**src/rtl/alu_defs_pkg.sv**
```systemverilog
// Shared opcode, FSM state and sizing definitions for the shared-ALU controller.
package alu_defs_pkg;

  localparam int unsigned OP_W   = 5;
  localparam int unsigned DATA_W = 32;
  localparam int unsigned CNT_W  = 4;

  localparam logic [4:0] ALU_ADD = 5'b00000;
  localparam logic [4:0] ALU_SUB = 5'b00001;
  localparam logic [4:0] ALU_AND = 5'b00010;
  localparam logic [4:0] ALU_OR  = 5'b00011;
  localparam logic [4:0] ALU_SLL = 5'b00100;
  localparam logic [4:0] ALU_SRA = 5'b00101;

  localparam logic [1:0] ST_IDLE = 2'd0;
  localparam logic [1:0] ST_EXEC = 2'd1;
  localparam logic [1:0] ST_RESP = 2'd2;

  function automatic logic is_legal_opcode(input logic [4:0] op);
    return op <= ALU_SRA;
  endfunction

  // Only arithmetic ops report a meaningful overflow flag.
  function automatic logic is_addsub(input logic [4:0] op);
    return (op == ALU_ADD) || (op == ALU_SUB);
  endfunction

endpackage

```
**src/rtl/alu_rr_arbiter.sv**
```systemverilog
// Two-way round-robin arbiter; last_grant moves only when a grant is consumed.
module alu_rr_arbiter (
  input  logic       clock,
  input  logic       reset,
  input  logic [1:0] req_valid,
  input  logic       advance,
  output logic       grant
);

  logic last_grant;

  // Out of reset port 0 wins the first tie.
  always_ff @(posedge clock or posedge reset) begin
    if (reset) begin
      last_grant <= 1'b1;
    end else if (advance) begin
      last_grant <= grant;
    end
  end

  always_comb begin
    grant = 1'b0;
    if (&req_valid) begin
      grant = ~last_grant;
    end else if (req_valid[1]) begin
      grant = 1'b1;
    end
  end

endmodule

```
**src/rtl/alu_share_ctrl.sv**
```systemverilog
// Shares one external combinational ALU between two valid/ready requesters,
// one operation in flight, registered ALU inputs and registered responses.
module alu_share_ctrl
  import alu_defs_pkg::*;
#(
  parameter int unsigned ALU_LATENCY = 1
) (
  input  logic                clock,
  input  logic                reset,
  input  logic [1:0]          req_valid,
  output logic [1:0]          req_ready,
  input  logic [2*OP_W-1:0]   req_opcode,
  input  logic [2*OP_W-1:0]   req_shamt,
  input  logic [2*DATA_W-1:0] req_a,
  input  logic [2*DATA_W-1:0] req_b,
  output logic [1:0]          resp_valid,
  input  logic [1:0]          resp_ready,
  output logic [DATA_W-1:0]   resp_result,
  output logic                resp_ne,
  output logic                resp_lt,
  output logic                resp_ovf,
  output logic                resp_err,
  output logic [OP_W-1:0]     alu_opcode,
  output logic [OP_W-1:0]     alu_shamt,
  output logic [DATA_W-1:0]   alu_a,
  output logic [DATA_W-1:0]   alu_b,
  input  logic [DATA_W-1:0]   alu_result,
  input  logic                alu_ne,
  input  logic                alu_lt,
  input  logic                alu_ovf
);

  logic [1:0]       state, state_next;
  logic [CNT_W-1:0] cnt, cnt_next;
  logic             grant, grant_q, ill_q;
  logic             accept, resp_hs, sel_legal, done;
  logic [OP_W-1:0]  sel_opcode, sel_shamt;
  logic [DATA_W-1:0] sel_a, sel_b;

  alu_rr_arbiter u_arb (
    .clock     (clock),
    .reset     (reset),
    .req_valid (req_valid),
    .advance   (accept),
    .grant     (grant)
  );

  always_comb begin
    sel_opcode = grant ? req_opcode[2*OP_W-1:OP_W]     : req_opcode[OP_W-1:0];
    sel_shamt  = grant ? req_shamt[2*OP_W-1:OP_W]      : req_shamt[OP_W-1:0];
    sel_a      = grant ? req_a[2*DATA_W-1:DATA_W]      : req_a[DATA_W-1:0];
    sel_b      = grant ? req_b[2*DATA_W-1:DATA_W]      : req_b[DATA_W-1:0];
    sel_legal  = is_legal_opcode(sel_opcode);
  end

  // Ready is offered only in IDLE, and is forced low while reset is held.
  always_comb begin
    req_ready = 2'b00;
    if ((state == ST_IDLE) && !reset && req_valid[grant]) begin
      req_ready[grant] = 1'b1;
    end
  end

  assign accept  = |(req_valid & req_ready);
  assign resp_hs = resp_valid[grant_q] & resp_ready[grant_q];
  assign done    = (state == ST_EXEC) && (cnt == '0);

  always_ff @(posedge clock or posedge reset) begin
    if (reset) begin
      state <= ST_IDLE;
      cnt   <= '0;
    end else begin
      state <= state_next;
      cnt   <= cnt_next;
    end
  end

  // Illegal ops spend one EXEC cycle so their response timing matches a 1-cycle op.
  always_comb begin
    state_next = state;
    cnt_next   = cnt;
    case (state)
      ST_IDLE: begin
        if (accept) begin
          state_next = ST_EXEC;
          cnt_next   = sel_legal ? CNT_W'(ALU_LATENCY - 1) : '0;
        end
      end
      ST_EXEC: begin
        if (cnt != '0) begin
          cnt_next = cnt - CNT_W'(1);
        end else begin
          state_next = ST_RESP;
        end
      end
      ST_RESP: begin
        if (resp_hs) begin
          state_next = ST_IDLE;
        end
      end
      default: state_next = ST_IDLE;
    endcase
  end

  always_ff @(posedge clock or posedge reset) begin
    if (reset) begin
      grant_q     <= 1'b0;
      ill_q       <= 1'b0;
      alu_opcode  <= '0;
      alu_shamt   <= '0;
      alu_a       <= '0;
      alu_b       <= '0;
      resp_valid  <= 2'b00;
      resp_result <= '0;
      resp_ne     <= 1'b0;
      resp_lt     <= 1'b0;
      resp_ovf    <= 1'b0;
      resp_err    <= 1'b0;
    end else begin
      if (accept) begin
        grant_q <= grant;
        ill_q   <= ~sel_legal;
        if (sel_legal) begin
          alu_opcode <= sel_opcode;
          alu_shamt  <= sel_shamt;
          alu_a      <= sel_a;
          alu_b      <= sel_b;
        end
      end
      if (done) begin
        resp_valid <= grant_q ? 2'b10 : 2'b01;
        if (ill_q) begin
          resp_result <= '0;
          resp_ne     <= 1'b0;
          resp_lt     <= 1'b0;
          resp_ovf    <= 1'b0;
          resp_err    <= 1'b1;
        end else begin
          resp_result <= alu_result;
          resp_ne     <= alu_ne;
          resp_lt     <= alu_lt;
          resp_ovf    <= is_addsub(alu_opcode) & alu_ovf;
          resp_err    <= 1'b0;
        end
      end
      if ((state == ST_RESP) && resp_hs) begin
        resp_valid <= 2'b00;
      end
    end
  end

endmodule

```
**config.mk**
```make
export PLATFORM = sky130hd
export DESIGN_NAME = alu_share_ctrl
export DESIGN_NICKNAME = d
export VERILOG_FILES = /design/src/rtl/alu_defs_pkg.sv /design/src/rtl/alu_rr_arbiter.sv /design/src/rtl/alu_share_ctrl.sv
export SDC_FILE = /design/constraint.sdc
export NUM_CORES = 1
export LEC_CHECK = 0
export BUFFER_PORTS_ARGS = -buffer_cell sky130_fd_sc_hd__buf_4
export CORE_AREA = 3 3 117 119
export DETAILED_ROUTE_END_ITERATION = 7
export DIE_AREA = 0 0 120 122
export GPL_TIMING_DRIVEN = 0
export PLACE_DENSITY = 0.79
export SYNTH_ARGS = -nofsm -noshare
export SYNTH_HDL_FRONTEND = slang
export SYNTH_SLANG_ARGS = --single-unit
export TNS_END_PERCENT = 20
```
**constraint.sdc**
```tcl
create_clock -name clock -period 3.7 [get_ports clock]
set_input_delay 0.185 -clock clock [delete_from_list [all_inputs] [get_ports clock]]
set_output_delay 0.185 -clock clock [all_outputs]
set_load 0.05 [all_outputs]
```
==> results.sh <==
export IMPL_area_growth_pct=55.3
export IMPL_hold_start="alu_ovf"
export IMPL_numCtsBuffers=17
export IMPL_portBuffers=302
export IMPL_synth_top_family_by_area="multiplexers"
export IMPL_irDropWorstVdd_mv=0.497
export IMPL_setup_viol=0
export IMPL_cap_violations=0
export IMPL_p_total_mw=8.18
export IMPL_clock_sinks=121
export IMPL_grt_first_pass_wirelength_mm=25.0
export IMPL_tightest_slew_ns=0.774
export IMPL_syn_area_per_cell_um2=12.4
export IMPL_die_area_um2=14600
export IMPL_min_to="resp_ovf"
export IMPL_critPathCaptureType="flop"
export IMPL_core_um2=12700
export IMPL_grt_max_degree=70
export IMPL_area_sequential_um2=3030
export IMPL_yosysUniqueCellTypes=29
export IMPL_fin_crit_ns=2.53
export IMPL_max_slew_margin_rel=0.484
export IMPL_dp_cells=931
export IMPL_tns_ns=0
export IMPL_synth_compound_area_frac=0.0411
export IMPL_gp_congestion=0.884
export IMPL_grt_setup_unrepaired="no"
export IMPL_yosysWarnings=0
export IMPL_grt_ovfl_total=0
export IMPL_synth_edff_count=0
export IMPL_multi_input_area_um2=2460
export IMPL_outcome="completed"
export IMPL_crit_type="flop to flop"
export IMPL_dpl_hpwl_mm=12.7
export IMPL_fin_nets=969
export IMPL_synth_fa_ha_area_frac=0.00221
export IMPL_drive_gt1_frac=0.621
export IMPL_grt_usage=0.219
export IMPL_fmax_mhz=395
export IMPL_synth_xor_xnor_area_share=0.00309
export IMPL_diodes=0
export IMPL_grt_pass1_vias=4945
export IMPL_drc=0
export IMPL_reg2reg_to="alu_b[17]"
export IMPL_fill_cells=948
export IMPL_synth_ff_type="dfrtp_1"
export IMPL_synth_mux_area_frac=0.288
export IMPL_maxSlewViolCount=0
export IMPL_power_density_nw_per_um2=930
export IMPL_start_kind="flop"
export IMPL_insertion_delay_ns=0.41
export IMPL_routed_wl_mm=16.3
export IMPL_ios=303
export IMPL_synth_seq_cells=121
export IMPL_hold_slack_ns=0.0324
export IMPL_r2r_setup_slack_ns=1.17
export IMPL_cpMaxStageDelayCell="a211oi_4"
export IMPL_reg2reg_depth=6
export IMPL_wire_per_inst_um=16.9
export IMPL_fin_cells=963
export IMPL_path_max_fanout=10
export IMPL_initialDrtViolationCount=173
export IMPL_start_util=0.447
export IMPL_antenna_found_initial=0
export IMPL_skew_ns=0.00635
export IMPL_drt_pass1_iter_count=4
export IMPL_vias=4709
export IMPL_via_per_inst=4.89
export IMPL_hp_class="primary input to flop"
export IMPL_leakage_nw=4.25
export IMPL_slowest_delay_ns=0.59
export IMPL_holdPathStages=3
export IMPL_fin_util=0.694
export IMPL_crit_family="compound AO/OA/AOI/OAI gates"
export IMPL_syn_num_nets=646
export IMPL_worstPathArrival_ns=2.81
export IMPL_post_cts_resized=0
export IMPL_post_dp_cell_area_um2=8180
export IMPL_pre_cts_ws_ns=1.10
export IMPL_worstPathRequired_ns=3.99
export IMPL_yosys_area_share_simple=0.0992
export IMPL_syn_area_um2=5660
export IMPL_r2r_start="u_arb.last_grant"
export IMPL_path_buf_inv=2
export IMPL_cts_root_buf="clkbuf_16"
export IMPL_die_w_um=120
export IMPL_syn_inst=456
export IMPL_cts_max_level=4
export IMPL_clockBufferDepth=2
export IMPL_hold_violations=0
export IMPL_postRouteAntennaNets=0
export IMPL_cts_tree="yes"
export IMPL_cp_cell_sequence="a21boi_1 > buf_2 > mux2i_1 > a211oi_4 > buf_6 > mux2_2"
export IMPL_synthArstFlopShare=1.00
export IMPL_clk_pin_slew_ns=0.05
export IMPL_die_h_um=122
export IMPL_fin_ws_ns=1.17
export IMPL_final_area_um2=8790
export IMPL_row_count=41
export IMPL_fin_crit_sh=0.684
export IMPL_seq_area_frac_synth=0.535
==> cells by family (layout without fill, tap and decap cells) <==
kind of cell,Yosys count,count (layout)
AO/OA/AOI/OAI,41,41
XOR/XNOR,2,2
adder cells (fa/ha/maj),1,1
buffers and inverters,32,367
flip-flops,121,121
multiplexers,145,145
AND/OR/NAND/NOR,114,114
==> power by group <==
part / total, mW / leakage (nW) / internal [mW] / switching (mW)
Combinational: 4.27 / 2.43 / 1.46 / 2.81
Clock: 1.67 / 0.299 / 1.12 / 0.545
Sequential: 2.24 / 1.53 / 1.91 / 0.331
==> sequential cells by signal (all words and copies together) (netlist names) <==
register	cells
alu_a	32
alu_b	32
resp_result	32
alu_opcode	5
alu_shamt	5
cnt	4
resp_valid	2
state	2
grant_q	1
ill_q	1
resp_err	1
resp_lt	1
resp_ne	1
resp_ovf	1
u_arb.last_grant	1
==> synthesized netlist by cell type (all sizes together) (2+ instances only) <==
cell    instances  area share
nor2           12      0.0080
nand2          49       0.032
nor4            2      0.0022
nor3            3      0.0027
buf            10       0.016
xor2            2      0.0031
nor2b           4      0.0044
o21ai          36       0.032
nand3           3      0.0027
inv             4      0.0027
o21ba           2      0.0035
dfrtp         120        0.53
nand2b         35       0.039
clkbuf         18       0.012
mux2          144        0.29
==> cell type report <==
class / instances / area share
clock inverters: 8 / 0.0134
plain buffers: 28 / 0.0182
inverters: 4 / 0.00228
well taps: 172 / 0.0245
clock buffers: 23 / 0.0555
repair buffers: 304 / 0.262
multi-input cells: 303 / 0.279
flip-flops and latches: 121 / 0.345
==> routing by layer <==
layer  GRT usage  vias to the layer above  wire (um)
li1            -                     2228          -
met2       0.404                      194       8800
met4      0.0737                        0        229
met3      0.0645                       20       1140
met5           0                        -          0
met1       0.242                     2267       6090
==> placed cells by master, fill, tap and decap left out, drive strengths merged <==
cell | netlist | final
bufinv | 0 | 3
nand2 | 49 | 49
mux2 | 144 | 144
nor3 | 3 | 3
or3b | 1 | 1
buf | 10 | 313
a211oi | 1 | 1
dfstp | 1 | 1
nor3b | 1 | 1
nand4b | 1 | 1
dlygate4sd3 | 0 | 1
dfrtp | 120 | 120
nand2b | 35 | 35
mux2i | 1 | 1
inv | 4 | 4
a21oi | 1 | 1
or2b | 1 | 1
nor4 | 2 | 2
or2 | 1 | 1
xor2 | 2 | 2
ha | 1 | 1
clkinvlp | 0 | 1
nand3 | 3 | 3
a21boi | 1 | 1
clkbuf | 18 | 41
o21ai | 36 | 36
nor2 | 12 | 12
o21ba | 2 | 2
nor2b | 4 | 4
clkinv | 0 | 4
or4 | 1 | 1
==> worst max path at each step <==
stage	start	endpoint	cells past startpoint	slack [ns]
floorplan	reset	alu_a[0]	1	0.30
global placement	reset	alu_a[6]	2	-0.93
detailed placement	u_arb.last_grant	alu_b[21]	6	1.10
CTS	u_arb.last_grant	alu_b[17]	6	1.10
global route	u_arb.last_grant	req_ready[1]	6	0.99
finish	u_arb.last_grant	alu_b[17]	6	1.17
==> timing repair <==
item                                    CTS  global route
buffers inserted                          0             0
endpoints found under the hold margin    51             0
hold buffers                              1             0
endpoints found under the setup margin    0             0
==> worst min-delay path, stage by stage <==
cell and delay [ns]:
buf_4 0.08, nand4b_1 0.08, nand2_1 0.06
No activity file was read; power rests on OpenSTA's default activity.
